File: config.mk
export PLATFORM = sky130hd
export DESIGN_NAME = bcd_seq_converter
export DESIGN_NICKNAME = d
export VERILOG_FILES = /design/src/rtl/bcd_seq_converter.sv
export SDC_FILE = /design/constraint.sdc
export NUM_CORES = 1
export LEC_CHECK = 0
export ABC_AREA = 1
export CAP_MARGIN = 20
export CORE_MARGIN = 2
export CORE_UTILIZATION = 55
export DETAILED_ROUTE_END_ITERATION = 7
export PLACE_DENSITY_LB_ADDON = 0.1
export SYNTH_ARGS = -nofsm -noshare
export SYNTH_HDL_FRONTEND = slang
export SYNTH_SLANG_ARGS = --single-unit
File: constraint.sdc
create_clock -name clk_i -period 2.18 [get_ports clk_i]
set_input_delay 0.436 -clock clk_i [delete_from_list [all_inputs] [get_ports clk_i]]
set_output_delay 0.436 -clock clk_i [all_outputs]
set_load 0.02 [all_outputs]
File: src/rtl/bcd_seq_converter.sv
// Sequential binary-to-BCD converter (shift-add-3), one input bit per clock.
// Start/busy/done handshake, optional two's-complement input, sticky overflow.
module bcd_seq_converter #(
  parameter int unsigned WIDTH     = 13,
  parameter int unsigned DIGITS    = 4,
  parameter int unsigned SIGNED_EN = 0
) (
  input  logic                clk_i,
  input  logic                rst_n_i,
  input  logic                start_i,
  input  logic [WIDTH-1:0]    num_i,
  input  logic                signed_i,
  output logic                busy_o,
  output logic                done_o,
  output logic [4*DIGITS-1:0] bcd_o,
  output logic                neg_o,
  output logic                overflow_o
);

  localparam int unsigned BcdW = 4 * DIGITS;
  localparam int unsigned CntW = $clog2(WIDTH + 1);
  localparam logic [CntW-1:0] LastCnt = CntW'(WIDTH - 1);

  typedef enum logic [0:0] {StIdle, StConv} state_e;

  state_e            state_q, state_d;
  logic [WIDTH-1:0]  shift_q, shift_d;
  logic [BcdW-1:0]   dig_q, dig_d;
  logic [CntW-1:0]   cnt_q, cnt_d;
  logic              sign_q, sign_d;
  logic              ovf_q, ovf_d;
  logic [BcdW-1:0]   bcd_q, bcd_d;
  logic              neg_q, neg_d;
  logic              ovf_out_q, ovf_out_d;
  logic              done_q, done_d;

  logic              mag_neg;
  logic [WIDTH-1:0]  mag;
  logic [BcdW-1:0]   adj;
  logic [BcdW-1:0]   dig_nx;
  logic              ovf_bit;

  // Negating the most negative value wraps to 2^(WIDTH-1), which is the
  // correct magnitude when read as unsigned.
  assign mag_neg = (SIGNED_EN != 0) && signed_i && num_i[WIDTH-1];
  assign mag     = mag_neg ? -num_i : num_i;

  always_comb begin
    adj = dig_q;
    for (int unsigned k = 0; k < DIGITS; k++) begin
      if (dig_q[4*k+:4] >= 4'd5) begin
        adj[4*k+:4] = dig_q[4*k+:4] + 4'd3;
      end
    end
  end

  assign dig_nx  = {adj[BcdW-2:0], shift_q[WIDTH-1]};
  assign ovf_bit = adj[BcdW-1];

  always_comb begin
    state_d   = state_q;
    shift_d   = shift_q;
    dig_d     = dig_q;
    cnt_d     = cnt_q;
    sign_d    = sign_q;
    ovf_d     = ovf_q;
    bcd_d     = bcd_q;
    neg_d     = neg_q;
    ovf_out_d = ovf_out_q;
    done_d    = 1'b0;
    unique case (state_q)
      StIdle: begin
        if (start_i) begin
          state_d = StConv;
          shift_d = mag;
          dig_d   = '0;
          cnt_d   = '0;
          sign_d  = mag_neg;
          ovf_d   = 1'b0;
        end
      end
      StConv: begin
        shift_d = {shift_q[WIDTH-2:0], 1'b0};
        dig_d   = dig_nx;
        ovf_d   = ovf_q | ovf_bit;
        cnt_d   = cnt_q + 1'b1;
        if (cnt_q == LastCnt) begin
          state_d   = StIdle;
          bcd_d     = dig_nx;
          neg_d     = sign_q;
          ovf_out_d = ovf_q | ovf_bit;
          done_d    = 1'b1;
        end
      end
      default: state_d = StIdle;
    endcase
  end

  always_ff @(posedge clk_i or negedge rst_n_i) begin
    if (!rst_n_i) begin
      state_q   <= StIdle;
      shift_q   <= '0;
      dig_q     <= '0;
      cnt_q     <= '0;
      sign_q    <= 1'b0;
      ovf_q     <= 1'b0;
      bcd_q     <= '0;
      neg_q     <= 1'b0;
      ovf_out_q <= 1'b0;
      done_q    <= 1'b0;
    end else begin
      state_q   <= state_d;
      shift_q   <= shift_d;
      dig_q     <= dig_d;
      cnt_q     <= cnt_d;
      sign_q    <= sign_d;
      ovf_q     <= ovf_d;
      bcd_q     <= bcd_d;
      neg_q     <= neg_d;
      ovf_out_q <= ovf_out_d;
      done_q    <= done_d;
    end
  end

  assign busy_o     = (state_q == StConv);
  assign done_o     = done_q;
  assign bcd_o      = bcd_q;
  assign neg_o      = neg_q;
  assign overflow_o = ovf_out_q;

endmodule

# Word-level counts from Yosys, hierarchy flattened

Cells that the tools add are included.

Add/sub/neg operators: 5
$mul: 0
Divide/modulo/power cells: 0
Order comparisons: 4
Equality and inequality tests: 2
Shift operators: 0
Multiplexer cells: 17
Bitwise logic cells: 2
Reduce and logical (&&, ||, !) cells: 1

Operator list:

| cell                  | number |
|---|---|
| $pmux W16 S2          | 1 |
| $pmux W13 S2          | 1 |
| $mux W4               | 5 |
| $add A4 B2 Y4 const B | 4 |
| $ge A4 B3 Y1 const B  | 4 |
| $mux W16              | 1 |
| $mux W13              | 1 |
| $pmux W4 S2           | 1 |
| $mux W1               | 5 |
| $add A4 B1 Y4 const B | 1 |
| $eq A4 B4 Y1 const B  | 1 |
| $pmux W1 S2           | 2 |
| $ne A2 B2 Y1 const B  | 1 |
| $reduce_and A2 Y1     | 1 |
| $not A1 Y1            | 1 |
| $or A1 B1 Y1          | 1 |

Register bits after elaboration: 53
Bits in latches: 0
RAM bits: 0
Bits in read-only memories: 0
Bits of input ports: 17
Word-level logic and storage cells: 39
Memories kept: 0

# Logic depth before layout (Yosys ltp)

Depth after elaboration: 4
Depth in mapped cells: 10
Depth with buffers taken out: 10

# Least setup slack after synthesis

OpenSTA, ideal clock, no wires.

Kind: register to register
Start: reg state_q, in the netlist busy_o
End: reg bcd_q[11], in the netlist bcd_o[11]
Setup time: 0.124 ns
Arrival time: 1.123 ns
Required time: 2.056 ns
Setup slack: 0.933 ns
Stages on the path, launching flop included: 7
Buffers on the path: 1
Period minus slack after synthesis: 1.247 ns
Path through: dfrtp_1 nand2_1 nor2_4 inv_2 buf_2 nand2_1 o21ai_1

Longest elaborated chain between the ends: 1

Ends and longest elaborated chain:

| what                        | RTL line | RTL |
|---|---|---|
| start, declared             | 26       | `state_e state_q, state_d;` |
| start signal, assigned      | 101      | `state_q <= StIdle;` |
| start signal, assigned      | 112      | `state_q <= state_d;` |
| $reduce_and A2 Y1 (no line) | n/a      |  |
| end signal, assigned        | 107      | `bcd_q <= '0;` |
| end signal, assigned        | 118      | `bcd_q <= bcd_d;` |
| end, declared               | 32       | `logic [BcdW-1:0] bcd_q, bcd_d;` |

Every way passes these cells.
A chain may end at the register's enable or synchronous reset.

# Final worst setup path

Start: reg bcd_q[0], in the netlist bcd_o[0]
End: out bcd_o[0]

RTL lines:

| what          | RTL line | RTL |
|---|---|---|
| end, declared | 15       | `output logic [4*DIGITS-1:0] bcd_o,` |

No word-level cell between the ends.

==> results by group <==
Clock network
  – Max Root-Sink Buffers: 2
  – CTS Sinks: 53
  – Worst-path clk slew: 90 ps
  – Htree depth: 2
  – CTS buffer count: 5
  – Setup bufs post-CTS: 0
  – Hold-fix buffers, CTS: 0
  – Clock Tree Root: clkbuf_8
  – Insertion delay to the later sink of the worst-skew pair: 310 ps
  – TritonCTS clock tree: done
  – PostCTS Resize Cnt: 0

Global routing
  – GRT met3 Usage: 4.99%
  – M1 GR Usage: 29.3%
  – Largest net degree at the start of global routing: 33
  – Vias in the first global route: 1,914
  – Most used routing layer: met2
  – Remaining global-route overflow: 0
  – Initial antenna violation count: 0
  – Routing usage on met2: 34.9%
  – First-pass GRT wire length: 8.64 mm
  – Total GRT Usage: 21.5%

Layout
  – Layout cells sized above 1: 5.36%
  – Multi-input gate area: 993 µm²
  – ANT cells: 0
  – Layout fillers: 346
  – Total Nets Final: 362
  – Register area: 1330 µm²
  – Area grow syn2layout: 21.5%

Logic synthesis
  – Mapped Area: 2470 µm²
  – Register bit total from synthesis: 53
  – Post-synth cell types: 24
  – Number of synthesis warnings: 0
  – Synthesized net count: 324
  – Mean Syn Cell Area: 8.33 µm²
  – Register area share after synthesis: 53.6%
  – Cells after Synth: 297

Drt
  – DR vias/cell: 5.22
  – DR vias: 2,027
  – 1st-iter DRT viols: 94
  – DR pass1 iterations: 4
  – Routed Wire Length: 4.85 mm
  – # DRC: 0
  – Post-DRT Antenna Nets: 0
  – WL per Instance: 12.5 µm

Floorplan
  – Die area: 5050 µm²
  – Core region area: 4350 µm²
  – Chip Width: 71.1 µm
  – IO Count: 37
  – Die height: 71.1 µm
  – Starting Density: 56.8%
  – # rows: 24

Critical path
  – Cells along the critical path: clkdlybuf4s50_1
  – Worst path slowest cell: clkdlybuf4s50_1
  – Crit. End Element: primary output
  – Max incr delay on CP: 610 ps
  – Crit path DAT: 1290 ps
  – Crit path launch type: flop
  – Largest delay contributor family on the critical path: buffers and inverters
  – Kind of critical path: reg -> out
  – Crit path buf inv count: 1
  – Crit. Startpoint: bcd_o[0]$_DFFE_PN0P_
  – R2R Path Start: busy_o$_DFF_PN0_
  – WP data required: 1740 ps
  – CP max FO: 2

Run
  – Max_cap viols: 0

Timing
  – Tmin final: 1720 ps
  – Layout Skew: 6.02 ps
  – Tcrit/Tclk final: 79.1%
  – RSZ-0062 raised after global routing: false
  – Slew Limit Fails: 0
  – Final WS setup: 456 ps
  – Setup tns final: 0 ps
  – Worst slew pin tran: 516 ps
  – Final setup fails: 0
  – Fmax: 580 MHz
  – Worst slew margin: 65.6%
  – Fin. Hold Viols: 0

Status
  – Run status: completed

Place
  – Final GP Congestion: 0.832
  – Worst slack at placement: 522 ps
  – Buffers added on ports: 34
  – Final HPWL DP: 3.42 mm

Pwr
  – Power Density: 1530 nW/µm²
  – LEAKAGE: 0.00154 µW
  – Peak supply drop: 0.672 mV

Min path
  – Hold Crit Class: in -> async
-- cells in the mapped netlist --
cell,n,share of area [%]
conb_1,1,0.15
dfrtp_1,53,54
nor2_4,1,0.45
o22ai_1,4,1.0
nor2_2,1,0.25
xor2_1,3,1.1
o21ai_0,15,3.0
nand4_1,1,0.25
o21ai_1,4,0.81
nor3_1,1,0.20
nand3_1,35,7.1
clkinv_1,1,0.15
ha_1,10,5.1
a31oi_1,1,0.25
inv_1,26,3.9
inv_2,1,0.15
a22oi_1,4,1.2
a21oi_1,1,0.20
clkbuf_1,2,0.30
buf_4,1,0.30
nor2_1,4,0.61
o211ai_1,2,0.61
nand2_1,118,18
buf_2,7,1.4
-- cells in the final DEF, fill, tap and decap left out, types with 2 or more instances in the layout --
cell             synthesis  routed
a22oi_1                  4       4
buf_4                    1       6
clkbuf_8                 0       6
clkdlybuf4s50_1          0      33
dfrtp_1                 53      53
ha_1                    10      10
inv_1                   26      26
nand2_1                118     118
nand3_1                 35      35
nor2_1                   4       4
o211ai_1                 2       2
o21ai_0                 15      15
o21ai_1                  4       4
o22ai_1                  4       4
xor2_1                   3       3
-- routing by layer --
| metal | part of all wire [%] | wire length [µm] | vias up |
|---|---|---|---|
| li1 | - | - | 1021 |
| met1 | 46 | 2240 | 945 |
| met2 | 47 | 2280 | 54 |
| met3 | 5.6 | 269 | 7 |
| met4 | 1.1 | 53 | 0 |
| met5 | 0 | 0 | - |
-- kinds of logic after synthesis --
group	count (synthesis)	share of synthesized area (%)
other	1	0.152
adder cells (fa/ha/maj)	10	5.06
AO/OA/AOI/OAI	31	7.13
flip-flops	53	53.6
buffers and inverters	38	6.27
XOR/XNOR	3	1.06
AND/OR/NAND/NOR	161	26.7
-- final timing paths --
path                            slack [ps]  cells past startpoint               endpoint
worst max-delay path                   460                      1               bcd_o[0]
worst min-delay path                    90                      1   bcd_o[7]$_DFFE_PN0P_
worst max register to register         590                      5   dig_q[3]$_DFFE_PN0P_
worst min register to register         480                      2  bcd_o[14]$_DFFE_PN0P_
max in group asynchronous             1540                      2   cnt_q[3]$_DFFE_PN0P_
min in group clk_i                     480                      2  bcd_o[14]$_DFFE_PN0P_
-- power by group --
part | total [µW] | internal (µW) | switching [µW] | leakage (µW)
combinational | 2180 | 873 | 1310 | 0.000822
sequential | 1720 | 1440 | 286 | 0.000663
clock | 687 | 375 | 312 | 0.0000585
-- final cells by class --
cell class	count	share of cell area, %
clock buffers	7	2.87
clock inverters	1	0.999
inverters	28	3.50
multi-input cells	206	33.0
flip-flops and latches	53	44.1
well taps	52	2.16
repair buffers	41	13.3
-- state kept, by name, summed over array words and instances (netlist names) --
name and count:
cnt_q 4, busy_o 1, overflow_o 1, bcd_o 16, ovf_q 1, dig_q 16
done_o 1, shift_q 13
-- per-stage QoR --
step                      hold WS (ps)  std cells  total power, µW  utilization, %  instance area, µm²
after floorplan                    140        297             3190               -                2470
after global placement             436        380             3830            66.4                2890
after detailed placement           436        380             3930            66.4                2890
after CTS                         96.0        388             4630            69.1                3010
after global routing               121        388             5020            69.1                3010
final                             87.7        388             4590            69.1                3010
Power figures use the tool's default switching activity.
